**src/rtl/proj_pkg.sv**
```systemverilog
// Shared types and default widths for the sequence streamer.
// Ordering option PROJ_STREAM_MSB_FIRST_EN is consumed by proj_sym_shifter.
package proj_pkg;

  localparam int PROJ_DATA_BITS = 2;
  localparam int PROJ_WORD_SYMS = 16;

  typedef enum logic [2:0] {
    IDLE  = 3'd0,
    CLEAR = 3'd1,
    LOAD  = 3'd2,
    SHIFT = 3'd3,
    DONE  = 3'd4
  } stream_state_t;

endpackage

```
**src/rtl/proj_sym_shifter.sv**
```systemverilog
// Load/advance symbol shift register exposing the head symbol.
// PROJ_STREAM_MSB_FIRST_EN selects MSB-first ordering; default is LSB-first.
module proj_sym_shifter
  import proj_pkg::*;
#(
  parameter int DATA_BITS = PROJ_DATA_BITS,
  parameter int WORD_SYMS = PROJ_WORD_SYMS
) (
  input  logic                           clk,
  input  logic                           rst_n,
  input  logic                           load_i,
  input  logic                           advance_i,
  input  logic [WORD_SYMS*DATA_BITS-1:0] word_i,
  output logic [DATA_BITS-1:0]           head_o
);

  localparam int WORD_W = WORD_SYMS * DATA_BITS;

  logic [WORD_W-1:0] shift_q;
  logic [WORD_W-1:0] shift_d;

  // A refill loads the next word on the same edge the last symbol leaves,
  // so load takes priority over advance.
  always_comb begin
    shift_d = shift_q;
    if (load_i) begin
      shift_d = word_i;
    end else if (advance_i) begin
`ifdef PROJ_STREAM_MSB_FIRST_EN
      shift_d = shift_q << DATA_BITS;
`else
      shift_d = shift_q >> DATA_BITS;
`endif
    end
  end

  always_ff @(posedge clk or negedge rst_n) begin
    if (!rst_n) begin
      shift_q <= '0;
    end else begin
      shift_q <= shift_d;
    end
  end

`ifdef PROJ_STREAM_MSB_FIRST_EN
  assign head_o = shift_q[WORD_W-1 -: DATA_BITS];
`else
  assign head_o = shift_q[DATA_BITS-1:0];
`endif

endmodule

```
**src/rtl/proj_seq_streamer.sv**
```systemverilog
// Serializes packed nucleotide words into a one-symbol-per-cycle k-mer stream.
// Symbol order is set by PROJ_STREAM_MSB_FIRST_EN inside proj_sym_shifter.
//
// state | meaning
// IDLE  | waiting for seq_start
// CLEAR | one-cycle start_over pulse to the k-mer buffer
// LOAD  | waiting for a packed word (in_ready high)
// SHIFT | presenting symbols; zero-bubble refill on the last symbol of a word
// DONE  | one-cycle done pulse
module proj_seq_streamer
  import proj_pkg::*;
#(
  parameter int DATA_BITS = PROJ_DATA_BITS,
  parameter int WORD_SYMS = PROJ_WORD_SYMS,
  parameter int LEN_W     = 16
) (
  input  logic                           clk,
  input  logic                           rst_n,
  input  logic                           seq_start,
  input  logic [LEN_W-1:0]               seq_len,
  input  logic [WORD_SYMS*DATA_BITS-1:0] in_word,
  input  logic                           in_valid,
  output logic                           in_ready,
  output logic [DATA_BITS-1:0]           out_data,
  output logic                           out_valid,
  input  logic                           out_ready,
  output logic                           out_start_over,
  output logic                           busy,
  output logic                           done
);

  localparam int                WC_W    = $clog2(WORD_SYMS + 1);
  localparam logic [LEN_W-1:0]  LEN_ONE = LEN_W'(1);
  localparam logic [LEN_W-1:0]  LEN_WS  = LEN_W'(WORD_SYMS);
  localparam logic [WC_W-1:0]   WC_ONE  = WC_W'(1);
  localparam logic [WC_W-1:0]   WC_FULL = WC_W'(WORD_SYMS);

  stream_state_t     state_q, state_d;
  logic [LEN_W-1:0]  rem_q, rem_d;
  logic [WC_W-1:0]   wc_q, wc_d;
  logic              sh_load, sh_adv;
  logic [DATA_BITS-1:0] head;

  function automatic logic [WC_W-1:0] word_fill(input logic [LEN_W-1:0] rem);
    if (rem >= LEN_WS) return WC_FULL;
    return rem[WC_W-1:0];
  endfunction

  always_comb begin
    state_d        = state_q;
    rem_d          = rem_q;
    wc_d           = wc_q;
    in_ready       = 1'b0;
    out_valid      = 1'b0;
    out_start_over = 1'b0;
    done           = 1'b0;
    sh_load        = 1'b0;
    sh_adv         = 1'b0;
    case (state_q)
      IDLE: begin
        if (seq_start) begin
          if (seq_len != '0) begin
            rem_d   = seq_len;
            state_d = CLEAR;
          end else begin
            state_d = DONE;
          end
        end
      end
      CLEAR: begin
        out_start_over = 1'b1;
        state_d        = LOAD;
      end
      LOAD: begin
        in_ready = 1'b1;
        if (in_valid) begin
          sh_load = 1'b1;
          wc_d    = word_fill(rem_q);
          state_d = SHIFT;
        end
      end
      SHIFT: begin
        out_valid = 1'b1;
        in_ready  = out_ready && (wc_q == WC_ONE) && (rem_q > LEN_ONE);
        if (out_ready) begin
          sh_adv = 1'b1;
          if (rem_q != '0) rem_d = rem_q - LEN_ONE;
          if (wc_q != '0)  wc_d  = wc_q - WC_ONE;
          if (rem_q <= LEN_ONE) begin
            state_d = DONE;
          end else if (wc_q == WC_ONE) begin
            if (in_valid) begin
              sh_load = 1'b1;
              wc_d    = word_fill(rem_q - LEN_ONE);
            end else begin
              state_d = LOAD;
            end
          end
        end
      end
      DONE: begin
        done    = 1'b1;
        state_d = IDLE;
      end
      default: state_d = IDLE;
    endcase
  end

  always_ff @(posedge clk or negedge rst_n) begin
    if (!rst_n) begin
      state_q <= IDLE;
      rem_q   <= '0;
      wc_q    <= '0;
    end else begin
      state_q <= state_d;
      rem_q   <= rem_d;
      wc_q    <= wc_d;
    end
  end

  proj_sym_shifter #(
    .DATA_BITS(DATA_BITS),
    .WORD_SYMS(WORD_SYMS)
  ) u_shifter (
    .clk      (clk),
    .rst_n    (rst_n),
    .load_i   (sh_load),
    .advance_i(sh_adv),
    .word_i   (in_word),
    .head_o   (head)
  );

  assign out_data = out_valid ? head : '0;
  assign busy     = (state_q != IDLE);

endmodule

```
**config.mk**
```make
export PLATFORM = sky130hd
export DESIGN_NAME = proj_seq_streamer
export DESIGN_NICKNAME = d
export VERILOG_FILES = /design/src/rtl/proj_pkg.sv /design/src/rtl/proj_sym_shifter.sv /design/src/rtl/proj_seq_streamer.sv
export SDC_FILE = /design/constraint.sdc
export NUM_CORES = 1
export LEC_CHECK = 0
export ABC_CLOCK_PERIOD_IN_PS = 6300
export BUFFER_PORTS_ARGS = -buffer_cell sky130_fd_sc_hd__buf_2
export CORE_UTILIZATION = 60
export CTS_BUF_LIST = sky130_fd_sc_hd__clkbuf_2
export DETAILED_ROUTE_END_ITERATION = 16
export MAX_ROUTING_LAYER = met4
export PLACE_DENSITY = 0.85
export SYNTH_ARGS = -nofsm -noshare
export SYNTH_HDL_FRONTEND = slang
export SYNTH_SLANG_ARGS = --single-unit
```
**constraint.sdc**
```tcl
create_clock -name clk -period 6.3 [get_ports clk]
set_input_delay 0.945 -clock clk [delete_from_list [all_inputs] [get_ports clk]]
set_output_delay 0.945 -clock clk [all_outputs]
set_load 0.02 [all_outputs]
```
=== Word-level counts from Yosys, hierarchy flattened ===
Cells that the tools add are included.

* Bits in registers: 56
* Logic and storage cells: 82

* Add/subtract/negate cells: 2
* Magnitude comparators: 4
* Eq/ne operators: 12
* Muxes and demuxes: 47
* Reductions and logical operators: 13

{| class="wikitable"
|+ Operators with widths
! operator !! count
|-
| 2-to-1 mux 16 bit || 4
|-
| 2-to-1 mux 32 bit || 2
|-
| 2-to-1 mux 5 bit || 10
|-
| >= comparator 16 x 5 -> 1 bit (second input constant) || 2
|-
| one-hot mux 16 bit (2 select lines) || 1
|-
| nonzero test 16 bit || 2
|-
| 2-to-1 mux 3 bit || 7
|-
| 2-to-1 mux 1 bit || 18
|-
| > comparator 16 x 1 -> 1 bit (second input constant) || 1
|-
| <= comparator 16 x 1 -> 1 bit (second input constant) || 1
|-
| subtractor 16 x 1 -> 16 bit (second input constant) || 1
|-
| one-hot mux 3 bit (4 select lines) || 1
|-
| != test 2 bit (second input constant) || 5
|-
| one-hot mux 5 bit (2 select lines) || 1
|-
| AND reduction 5 bit || 2
|-
| == test 3 x 2 -> 1 bit (second input constant) || 2
|-
| != test 3 bit (second input constant) || 2
|-
| nonzero test 2 bit || 3
|-
| == test 5 x 1 -> 1 bit (second input constant) || 1
|-
| nonzero test 5 bit || 1
|-
| subtractor 5 x 1 -> 5 bit (second input constant) || 1
|-
| one-hot mux 1 bit (2 select lines) || 2
|-
| == test 3 x 1 -> 1 bit (second input constant) || 1
|-
| == test 3 bit (second input constant) || 1
|-
| other kinds (5) || 6
|}

=== Depth between registers and ports, before layout ===
* Depth after elaboration: 14
* Mapped depth: 10

=== By module ===
Synthesis repeated with hierarchy kept, for this count alone.

* Cells, all modules: 389
* Area, all modules: 3,474.6 sq um

{| class="wikitable"
|+ By module, submodules not included
! module !! times used !! cells an instance !! area an instance (sq um)
|-
| proj_seq_streamer || 1 || 249 || 1,954.4
|-
| proj_sym_shifter || 1 || 140 || 1,520.2
|}

=== Least setup slack after synthesis ===
Ideal clock, no wire load.

* Path kind: register to output
* Start: register rem_q[0]
* End: output port in_ready
* Data arrival time: 2,008 ps
* Required time: 5,355 ps
* Path slack: 3,347 ps
* Cell stages (with the launch flop): 8
* Buffers on the path: 2
* Cell sequence: dfrtp_1 -> clkbuf_2 -> inv_1 -> ha_1 -> buf_2 -> o21ai_0 -> o21bai_1 -> a21boi_0

* Word-level cells in the longest chain between the ends: 3

{| class="wikitable"
|+ Ends and longest elaborated chain
! element !! RTL line !! RTL
|-
| from (decl) || proj_seq_streamer.sv:39 || <nowiki>logic [LEN_W-1:0] rem_q, rem_d;</nowiki>
|-
| from (signal assigned) || proj_seq_streamer.sv:116 || <nowiki>rem_q <= rem_d;</nowiki>
|-
| > comparator 16 x 1 -> 1 bit || proj_seq_streamer.sv:84 || <nowiki>in_ready = out_ready && (wc_q == WC_ONE) && (rem_q > LEN_ONE);</nowiki>
|-
| logical AND 1 bit || proj_seq_streamer.sv:84 ||
|-
| one-hot mux 1 bit (2 select lines) || proj_seq_streamer.sv:59 || <nowiki>case (state_q)</nowiki>
|-
| to (decl) || proj_seq_streamer.sv:23 || <nowiki>output logic in_ready,</nowiki>
|}

No other way between the ends.

=== Final worst setup path ===
Same ends and word-level chain as after synthesis.

==> results.py <==
metrics = {
    "status": {
        "status": "finished clean",
    },
    "synth": {
        "synth-edff-count": 0,
        "syn_area_um2": 3412,
        "synth_top_flop_cell": "dfrtp_1",
        "synth_seq_cells": 56,
        "synth_nets": 443,
        "ys_types": 58,
        "yosysWarnings": 0,
        "yosysSeqAreaShare_pct": 41.07,
        "async_flop_share_pct": 100.0,
        "syn_inst": 386,
        "synth.avg_cell_area_um2": 8.839,
    },
    "drt": {
        "drt_iter0_drc": 199,
        "drcViolationCount": 0,
        "postRouteAntennaNets": 0,
        "vias": 2964,
        "wirelength_um": 7315,
        "vias_per_cell": 5.893,
        "drt-wirelength-per-cell_um": 14.54,
        "drtPass1Iterations": 5,
    },
    "global_routing": {
        "grt_first_pass_wirelength_um": 12100,
        "grt.overflow.total": 0,
        "grt_start_max_net_pins": 65,
        "grt_pass1_vias": 2684,
        "track_usage_pct": 25.98,
        "antenna_found_initial": 0,
    },
    "setup_path": {
        "rrSetupSlack_ps": 3520,
        "crit_fanout": 10,
        "cp.arrival_ps": 2710,
        "startpoint_type": "flop",
        "critical_path_required_ps": 5350,
        "cp-startpoint": "rem_q[0]$_DFFE_PN0P_",
        "reg2reg_from": "rem_q[0]$_DFFE_PN0P_",
        "crit_type": "flop to output pin",
        "crit_path_end_kind": "output pin",
    },
    "final_layout": {
        "post-route-util_pct": 68.12,
        "layout_commonest_cell": "buf_2",
        "final_cell_mix": "59 x buf_2, 56 x dfrtp_1, 55 x nand2_1, 51 x o21ai_0, 31 x mux2i_1",
        "n_antenna_cell": 0,
        "nNetsFinal": 487,
        "drive_gt1_share_pct": 19.03,
        "area_growth_pct": 9.938,
        "instances_no_fill": 503,
    },
    "clock_tree": {
        "cts.clk_slew.worst_paths_ps": 280,
        "cts_tree": "yes",
        "clk_path_buf_depth": 2,
        "cts-buffers-inserted": 5,
        "cts_setup_buffers": 0,
        "clk_latency_ps": 460,
        "clock-sinks": 56,
        "htree_levels": 2,
        "cts.repair.resized": 0,
        "cts-root-buf": "clkbuf_2",
        "hold_buffers": 0,
    },
    "placement": {
        "port_buffers": 59,
        "hpwl_um": 5121,
        "place_congestion": 0.9243,
        "dp.cells": 495,
    },
    "die": {
        "start_util_pct": 61.96,
        "die_y_um": 77.41,
        "ios": 60,
        "die_x_um": 77.41,
        "core-area_um2": 5507,
        "dieArea_um2": 5992,
        "rows": 27,
    },
    "sta": {
        "hold_ws_ps": 547.3,
        "min_period_ps": 3651,
        "period_share_pct": 57.96,
        "worstMarginPinSlew_ps": 702.1,
        "slew_viol_final": 0,
        "rsz0062_at_grt": "false",
        "fmax_mhz": 273.9,
        "hold_viol_final": 0,
        "fin_skew_ps": 20.18,
        "slew_headroom_pct": 53.09,
        "setup_violations": 0,
        "tns_ps": 0,
    },
    "pwr": {
        "power_mw": 1.408,
        "power_density_nw_per_um2": 375.2,
        "ir_worst_vdd_uv": 202.8,
        "leakagePower_nw": 1.657,
    },
    "worst_hold_path": {
        "hp-class": "primary input to async pin",
    },
    "run": {
        "maxCapViolations": 0,
    },
}
## power breakdown
part           leakage [nW]  internal (mW)  switching, mW
combinational         0.919          0.262          0.344
clock                0.0292         0.0296          0.117
sequential            0.709          0.502          0.154
total                  1.66          0.793          0.615
## Yosys cell counts, drive strengths merged (5+ instances only)
master / instances / area, um2
dfrtp: 56 / 1401
nand2: 55 / 206.5
o21ai: 55 / 286.5
mux2i: 31 / 310.3
a21oi: 27 / 138.9
nor2: 22 / 85.09
buf: 13 / 80.08
clkbuf: 13 / 50.04
nor3: 12 / 60.06
nor4: 9 / 77.57
inv: 6 / 22.52
nand3: 6 / 30.03
and3: 5 / 31.28
nand4: 5 / 46.29
o2bb2ai: 5 / 43.79
o31ai: 5 / 42.54
xnor2: 5 / 43.79
## state kept, by name, summed over array words and instances, names as in the netlist
register	flops
u_shifter.shift_q	32
rem_q	16
wc_q	5
state_q	3
## path summary, 6_finish.rpt
check	endpoint	cells after the start
worst max-delay path	in_ready	6
min in group clk	u_shifter.shift_q[31]$_DFFE_PN0P_	2
worst min-delay path	u_shifter.shift_q[4]$_DFFE_PN0P_	2
max in group asynchronous	rem_q[13]$_DFFE_PN0P_	2
worst max register to register	wc_q[2]$_DFFE_PN0P_	8
worst min register to register	u_shifter.shift_q[31]$_DFFE_PN0P_	2
## critical path: stages, from the launching register on
cell and delay, ps:
dfrtp_1 580, inv_1 100, ha_1 310, o21ai_0 580
o21bai_1 260, a21boi_0 240, buf_2 200
## stage by stage
step	setup WS, ps	area, um2
2_1_floorplan	3347	3412
3_3_place_gp	3341	3705
3_5_place_dp	3279	3705
4_1_cts	2687	3751
5_1_grt	2410	3751
6_report	2649	3751
## logic make-up after synthesis
group | after synthesis | synth area share [%]
AOI/OAI and AO/OA | 123 | 22.30
xor gates and xnor gates | 9 | 2.310
adders and majority gates | 4 | 1.467
buffers and inverters | 32 | 4.474
DFF | 56 | 41.07
muxes | 32 | 9.424
and+or+nand+nor | 130 | 18.96
## routing by layer
metal  track usage [%]  share of wire, %  vias up
met1             34.63                48     1379
met5                 -                 0        -
met2             40.09                46       77
li1                  -                 -     1496
met4             10.00               1.9        0
met3             4.118               4.5       12
## cell type report
type                       instances  area [um2]
clock buffer                       6       30.03
tap                               72       90.09
sequential                        56        1401
fill                             462        1755
inverter                           6       22.52
clock inverter                     2       16.27
multi-input combinational        298        1866
timing repair buffer              63       325.3
No activity file was read; power rests on OpenSTA's default activity.
